<file path="config.mk">
export PLATFORM = sky130hd
export DESIGN_NAME = fir_tap_accumulator
export DESIGN_NICKNAME = d
export VERILOG_FILES = /design/src/rtl/fir_tap_accumulator.sv
export SDC_FILE = /design/constraint.sdc
export NUM_CORES = 1
export LEC_CHECK = 0
export ABC_AREA = 1
export CAP_MARGIN = 20
export CORE_MARGIN = 1
export CORE_UTILIZATION = 60
export DETAILED_ROUTE_END_ITERATION = 8
export DONT_BUFFER_PORTS = 1
export PLACE_DENSITY = 0.87
export SETUP_SLACK_MARGIN = 0.3
export SYNTH_ARGS = -nofsm -noshare
export SYNTH_HDL_FRONTEND = slang
export SYNTH_SLANG_ARGS = --single-unit
</file>
<file path="constraint.sdc">
create_clock -name clk -period 3.8 [get_ports clk]
set_input_delay 0.38 -clock clk [delete_from_list [all_inputs] [get_ports clk]]
set_output_delay 0.38 -clock clk [all_outputs]
set_load 0.05 [all_outputs]
</file>
<file path="src/rtl/fir_tap_accumulator.sv">
// ---------------------------------------------------------------------------
// fir_tap_accumulator
// Sums NUM_TAPS signed products of one input sample into one FIR output. It
// rounds half-up, shifts right arithmetically and saturates the result to
// OUT_WIDTH.
// The tap counter is driven back upstream as tap_idx, so the coefficient mux
// stays aligned with the product arriving here.
//
// Ports
//   clk        in   rising-edge clock
//   reset      in   asynchronous active-low reset
//   prod_vld   in   prod_data valid this cycle
//   prod_data  in   signed product from the multiplier (SUM_WIDTH)
//   flush      in   synchronous abort of the partial frame; wins over prod_vld
//   tap_idx    out  index of the next expected tap
//   out_data   out  rounded, shifted, saturated sample (OUT_WIDTH, signed)
//   out_vld    out  one-cycle strobe, out_data/out_sat valid
//   out_sat    out  saturation occurred on this sample
// ---------------------------------------------------------------------------
module fir_tap_accumulator #(
    parameter int SUM_WIDTH = 34,
    parameter int NUM_TAPS  = 16,
    parameter int ACC_WIDTH = 38,
    parameter int OUT_WIDTH = 34,
    parameter int OUT_SHIFT = 4
) (
    input  logic                          clk,
    input  logic                          reset,
    input  logic                          prod_vld,
    input  logic [SUM_WIDTH-1:0]          prod_data,
    input  logic                          flush,
    output logic [$clog2(NUM_TAPS)-1:0]   tap_idx,
    output logic [OUT_WIDTH-1:0]          out_data,
    output logic                          out_vld,
    output logic                          out_sat
);

    localparam int CNT_W = $clog2(NUM_TAPS);
    // Round/shift arithmetic is one bit wider than the accumulator. It is
    // also wide enough to hold the output limits, so the sum never wraps.
    localparam int CW      = (ACC_WIDTH + 1 > OUT_WIDTH + 1) ? ACC_WIDTH + 1 : OUT_WIDTH + 1;
    localparam int RND_POS = (OUT_SHIFT > 0) ? OUT_SHIFT - 1 : 0;
    localparam logic signed [CW-1:0] RND     = (OUT_SHIFT > 0) ? (CW'(1) << RND_POS) : '0;
    localparam logic signed [CW-1:0] SAT_MAX = {{(CW-OUT_WIDTH+1){1'b0}}, {(OUT_WIDTH-1){1'b1}}};
    localparam logic signed [CW-1:0] SAT_MIN = ~SAT_MAX;

    logic [CNT_W-1:0]            tap_cnt;
    logic signed [ACC_WIDTH-1:0] acc;
    logic signed [ACC_WIDTH-1:0] sum_q;
    logic                        pend;

    logic signed [ACC_WIDTH-1:0] prod_ext;
    logic signed [ACC_WIDTH-1:0] acc_base;
    logic signed [ACC_WIDTH-1:0] acc_sum;
    logic                        last_tap;
    logic                        take;

    logic signed [CW-1:0]        sum_w;
    logic signed [CW-1:0]        rnd_sum;
    logic signed [CW-1:0]        shifted;

    assign prod_ext = {{(ACC_WIDTH-SUM_WIDTH){prod_data[SUM_WIDTH-1]}}, prod_data};
    // Tap 0 restarts the sum, so back-to-back frames need no clearing bubble.
    assign acc_base = (tap_cnt == '0) ? '0 : acc;
    assign acc_sum  = acc_base + prod_ext;
    assign last_tap = (tap_cnt == CNT_W'(NUM_TAPS - 1));
    assign take     = prod_vld && !flush;
    assign tap_idx  = tap_cnt;

    // Stage 1: tap counting and accumulation.
    always_ff @(posedge clk or negedge reset) begin
        if (!reset) begin
            tap_cnt <= '0;
            acc     <= '0;
            sum_q   <= '0;
            pend    <= 1'b0;
        end else begin
            if (flush) begin
                tap_cnt <= '0;
                acc     <= '0;
            end else if (prod_vld) begin
                acc <= acc_sum;
                if (last_tap) begin
                    tap_cnt <= '0;
                    sum_q   <= acc_sum;
                end else begin
                    tap_cnt <= tap_cnt + 1'b1;
                end
            end
            // Stage 2 always consumes pend on the next cycle. Frames are at
            // least NUM_TAPS >= 2 cycles apart, so set and clear never
            // collide. A flush does not touch a pend that is already set.
            pend <= take && last_tap;
        end
    end

    assign sum_w   = {{(CW-ACC_WIDTH){sum_q[ACC_WIDTH-1]}}, sum_q};
    assign rnd_sum = sum_w + RND;
    assign shifted = rnd_sum >>> OUT_SHIFT;

    // Stage 2: round, shift and saturate.
    always_ff @(posedge clk or negedge reset) begin
        if (!reset) begin
            out_data <= '0;
            out_vld  <= 1'b0;
            out_sat  <= 1'b0;
        end else begin
            out_vld <= pend;
            if (pend) begin
                if (shifted > SAT_MAX) begin
                    out_data <= SAT_MAX[OUT_WIDTH-1:0];
                    out_sat  <= 1'b1;
                end else if (shifted < SAT_MIN) begin
                    out_data <= SAT_MIN[OUT_WIDTH-1:0];
                    out_sat  <= 1'b1;
                end else begin
                    out_data <= shifted[OUT_WIDTH-1:0];
                    out_sat  <= 1'b0;
                end
            end
        end
    end

endmodule
</file>
==> metrics.md <==
| Metric | Value |
|---|---|
| Remaining global-route overflow | 0 |
| Port Buffers | 0 |
| Initial antenna violation count | 0 |
| Via count | 8291 |
| Most common cell on crit path | nand3_1 |
| Fin Setup TNS | 0 ps |
| Die height | 122 um |
| Syn Inst Count | 1333 |
| Post-Syn Area per Cell | 6.43 um2 |
| Fin nets | 1414 |
| Worst slew margin relative to its limit | 0.382 |
| Clock Latency Late Sink | 430 ps |
| I/O Pins | 78 |
| Post CTS Setup Buffer Count | 0 |
| CP arrival | 3510 ps |
| Sink Count | 114 |
| Largest net degree at the start of global routing | 115 |
| Core Rows | 43 |
| CP endpoint kind | register |
| Tmin final | 3220 ps |
| Core area | 13900 um2 |
| Placer Congestion | 0.966 |
| P_leak | 5.24 nW |
| Max Cap Violations | 0 |
| Number of detailed-route iterations in the first pass | 6 |
| Final WL | 23600 um |
| Most used DFF post-synth | dfrtp_1 |
| CP max stage cell | fa_1 |
| Clk slew on worst S/H paths | 50 ps |
| H-tree levels | 4 |
| Most frequent cells in the layout | nand2_1, inv_1, nor2_1, dfrtp_1, nand3_1 |
| Full die area | 14800 um2 |
| Main area contributors after synthesis | dfrtp_1, nand2_1, inv_1 |
| Pins Over Slew Limit | 0 |
| DPL Wire Length | 18000 um |
| Commonest non-fill, non-tap cell in the layout | nand2_1 |
| Area grow syn2layout | 9.67% |
| Mapped Nets | 1412 |
| Sw Share | 0.297 |
| CP max FO | 20 |
| Vias in the first global route | 7954 |
| CP delay by family, top | simple AND/OR/NAND/NOR gates |
| Max incr delay on CP | 440 ps |
| Reg power frac | 0.384 |
| Post-synth EDFFs | 0 |
| TritonCTS Buffers | 17 |
| First-pass GRT wire length | 38400 um |
| CTS tree | built |
| #FFs+latches synth | 114 |
| Final period utilization | 0.848 |
| Total GRT Usage | 0.339 |
| Hold-fix buffers, CTS | 2 |
| Hold Path Class | in -> reg |
| Clk root buf | clkbuf_16 |
| FF+latch area | 2850 um2 |
| Layout cells sized above 1 | 0.0609 |
| DRC Markers | 0 |
| Combinational share of power | 0.158 |
| Routed Antenna Nets | 0 |
| Outcome | finished, final reports clean |
| Number of synthesis warnings | 0 |
| Fmax | 0.310 GHz |
| Worst endpoint required time | 4090 ps |
| WS Path Type | reg -> reg |
| Avg Vias per Cell | 5.43 |
| CP Launch Type | register |
| Starting DRT DRC Count | 615 |
| PwrDens | 384 nW/um2 |
| WP buf/inv | 2 |
| Slew @ Worst Pin | 926 ps |
| RSZ-0062 raised after global routing | no |
| Multi-input logic area | 4840 um2 |
| Clock power share | 0.458 |
| Max IR drop VDD | 0.289 mV |
| Diodes inserted | 0 |
| WHS | 22.7 ps |
| Net Sw Power | 1.07 mW |
| Sequential area share after synthesis | 0.333 |
| DR WL/cell | 15.4 um |
| Cell accounting for the most synthesized area | dfrtp_1 |
| Pint | 2.54 mW |
| Final Hold Vio Count | 0 |
| Clock Skew | 9.50 ps |
| Sequence of cells on the critical path | inv_1 -> ha_1 -> nand3_1 -> inv_2 -> nor2_1 -> ha_1 -> fa_1 -> nand3_1 -> nand3_1 -> nand2_1 -> nand3_1 -> nand3_1 -> nand2_1 -> or2_2 -> nand3_1 -> o21ai_0 |
| Longest Clk Path Bufs | 2 |
| Floorplan die width | 122 um |
| Initial Util | 0.617 |
| Yosys cell types | 36 |
| Setup-failing EPs final | 0 |
| Synth top area share | 0.333 |
| Share of flip-flops with an asynchronous set or reset | 1.00 |
| Post_cts resized | 0 |
| Filler cells | 1245 |
| Mapped Area | 8570 um2 |
[Yosys cell counts, types with 2 or more instances]
cell      count
a21oi_1      32
nand4_1      16
ha_1         40
and2_1        2
inv_1       199
nor2_2        8
xnor2_1       6
a21o_1        2
o21bai_1      6
nand2_1     492
nand3b_1      9
clkbuf_1     16
nor2_4        2
xor2_1       33
o22ai_1       3
o21ai_0      44
nor2_1      142
nor3_1       18
nand2_2      10
nand3_2      11
dfrtp_1     114
buf_1         4
nand3_1      95
buf_2         6
or2_2         4
a31oi_1       9
[final cells by class]
| type | instances | area share |
|---|---|---|
| repair buffers | 11 | 0.0125 |
| multi-input cells | 990 | 0.515 |
| clock buffers | 22 | 0.0505 |
| flip-flops and latches | 114 | 0.304 |
| clock inverters | 9 | 0.0138 |
| well taps | 180 | 0.0240 |
| inverters | 201 | 0.0803 |
[path summary, 6_finish.rpt]
path,startpoint,to,slack [ps],cells after the start
hold / removal,flush,tap_idx[2],20,1
max in group asynchronous,reset,acc[26],2790,2
setup reg to reg,tap_idx[1],sum_q[16],580,16
hold reg to reg,acc[18],acc[18],480,2
setup / recovery,tap_idx[1],sum_q[16],580,16
min in group asynchronous,reset,out_data[7],590,2
[flip-flops by register name, summed over array words and instances (netlist names)]
signal	count
acc	38
out_data	34
out_sat	1
out_vld	1
pend	1
sum_q	35
tap_idx	4
[per-stage QoR]
| step | setup WS, ps | power [mW] | utilization | std cells | instance area [um2] |
|---|---|---|---|---|---|
| after floorplan | 908 | 1.79 | - | 1333 | 8570 |
| after global placement | 756 | 1.92 | 0.631 | 1494 | 8750 |
| after detailed placement | 651 | 1.93 | 0.631 | 1494 | 8750 |
| after CTS | 635 | 3.61 | 0.677 | 1527 | 9400 |
| after global routing | 378 | 3.76 | 0.677 | 1527 | 9400 |
| final | 578 | 3.61 | 0.677 | 1527 | 9400 |
[metal layers]
layer	wire length, um	global-route usage
met1	10200	0.429
met2	11000	0.551
met3	1210	0.0451
met4	1180	0.201
met5	0	0
[power groups by stage]
stage | clock, mW | sequential (mW) | combinational (mW)
after floorplan | 0 | 1.40 | 0.394
after global placement | 0 | 1.40 | 0.517
after detailed placement | 0 | 1.41 | 0.528
after CTS | 1.67 | 1.38 | 0.562
after global routing | 1.72 | 1.39 | 0.643
final | 1.66 | 1.39 | 0.570
[cell families after synthesis]
group | synth area share
xor gates and xnor gates | 0.0399
and+or+nand+nor | 0.403
AOI/OAI and AO/OA | 0.0612
adders and majority gates | 0.0607
DFF | 0.333
buffers and inverters | 0.103
Note: power is estimated with default switching activity, not from simulation.
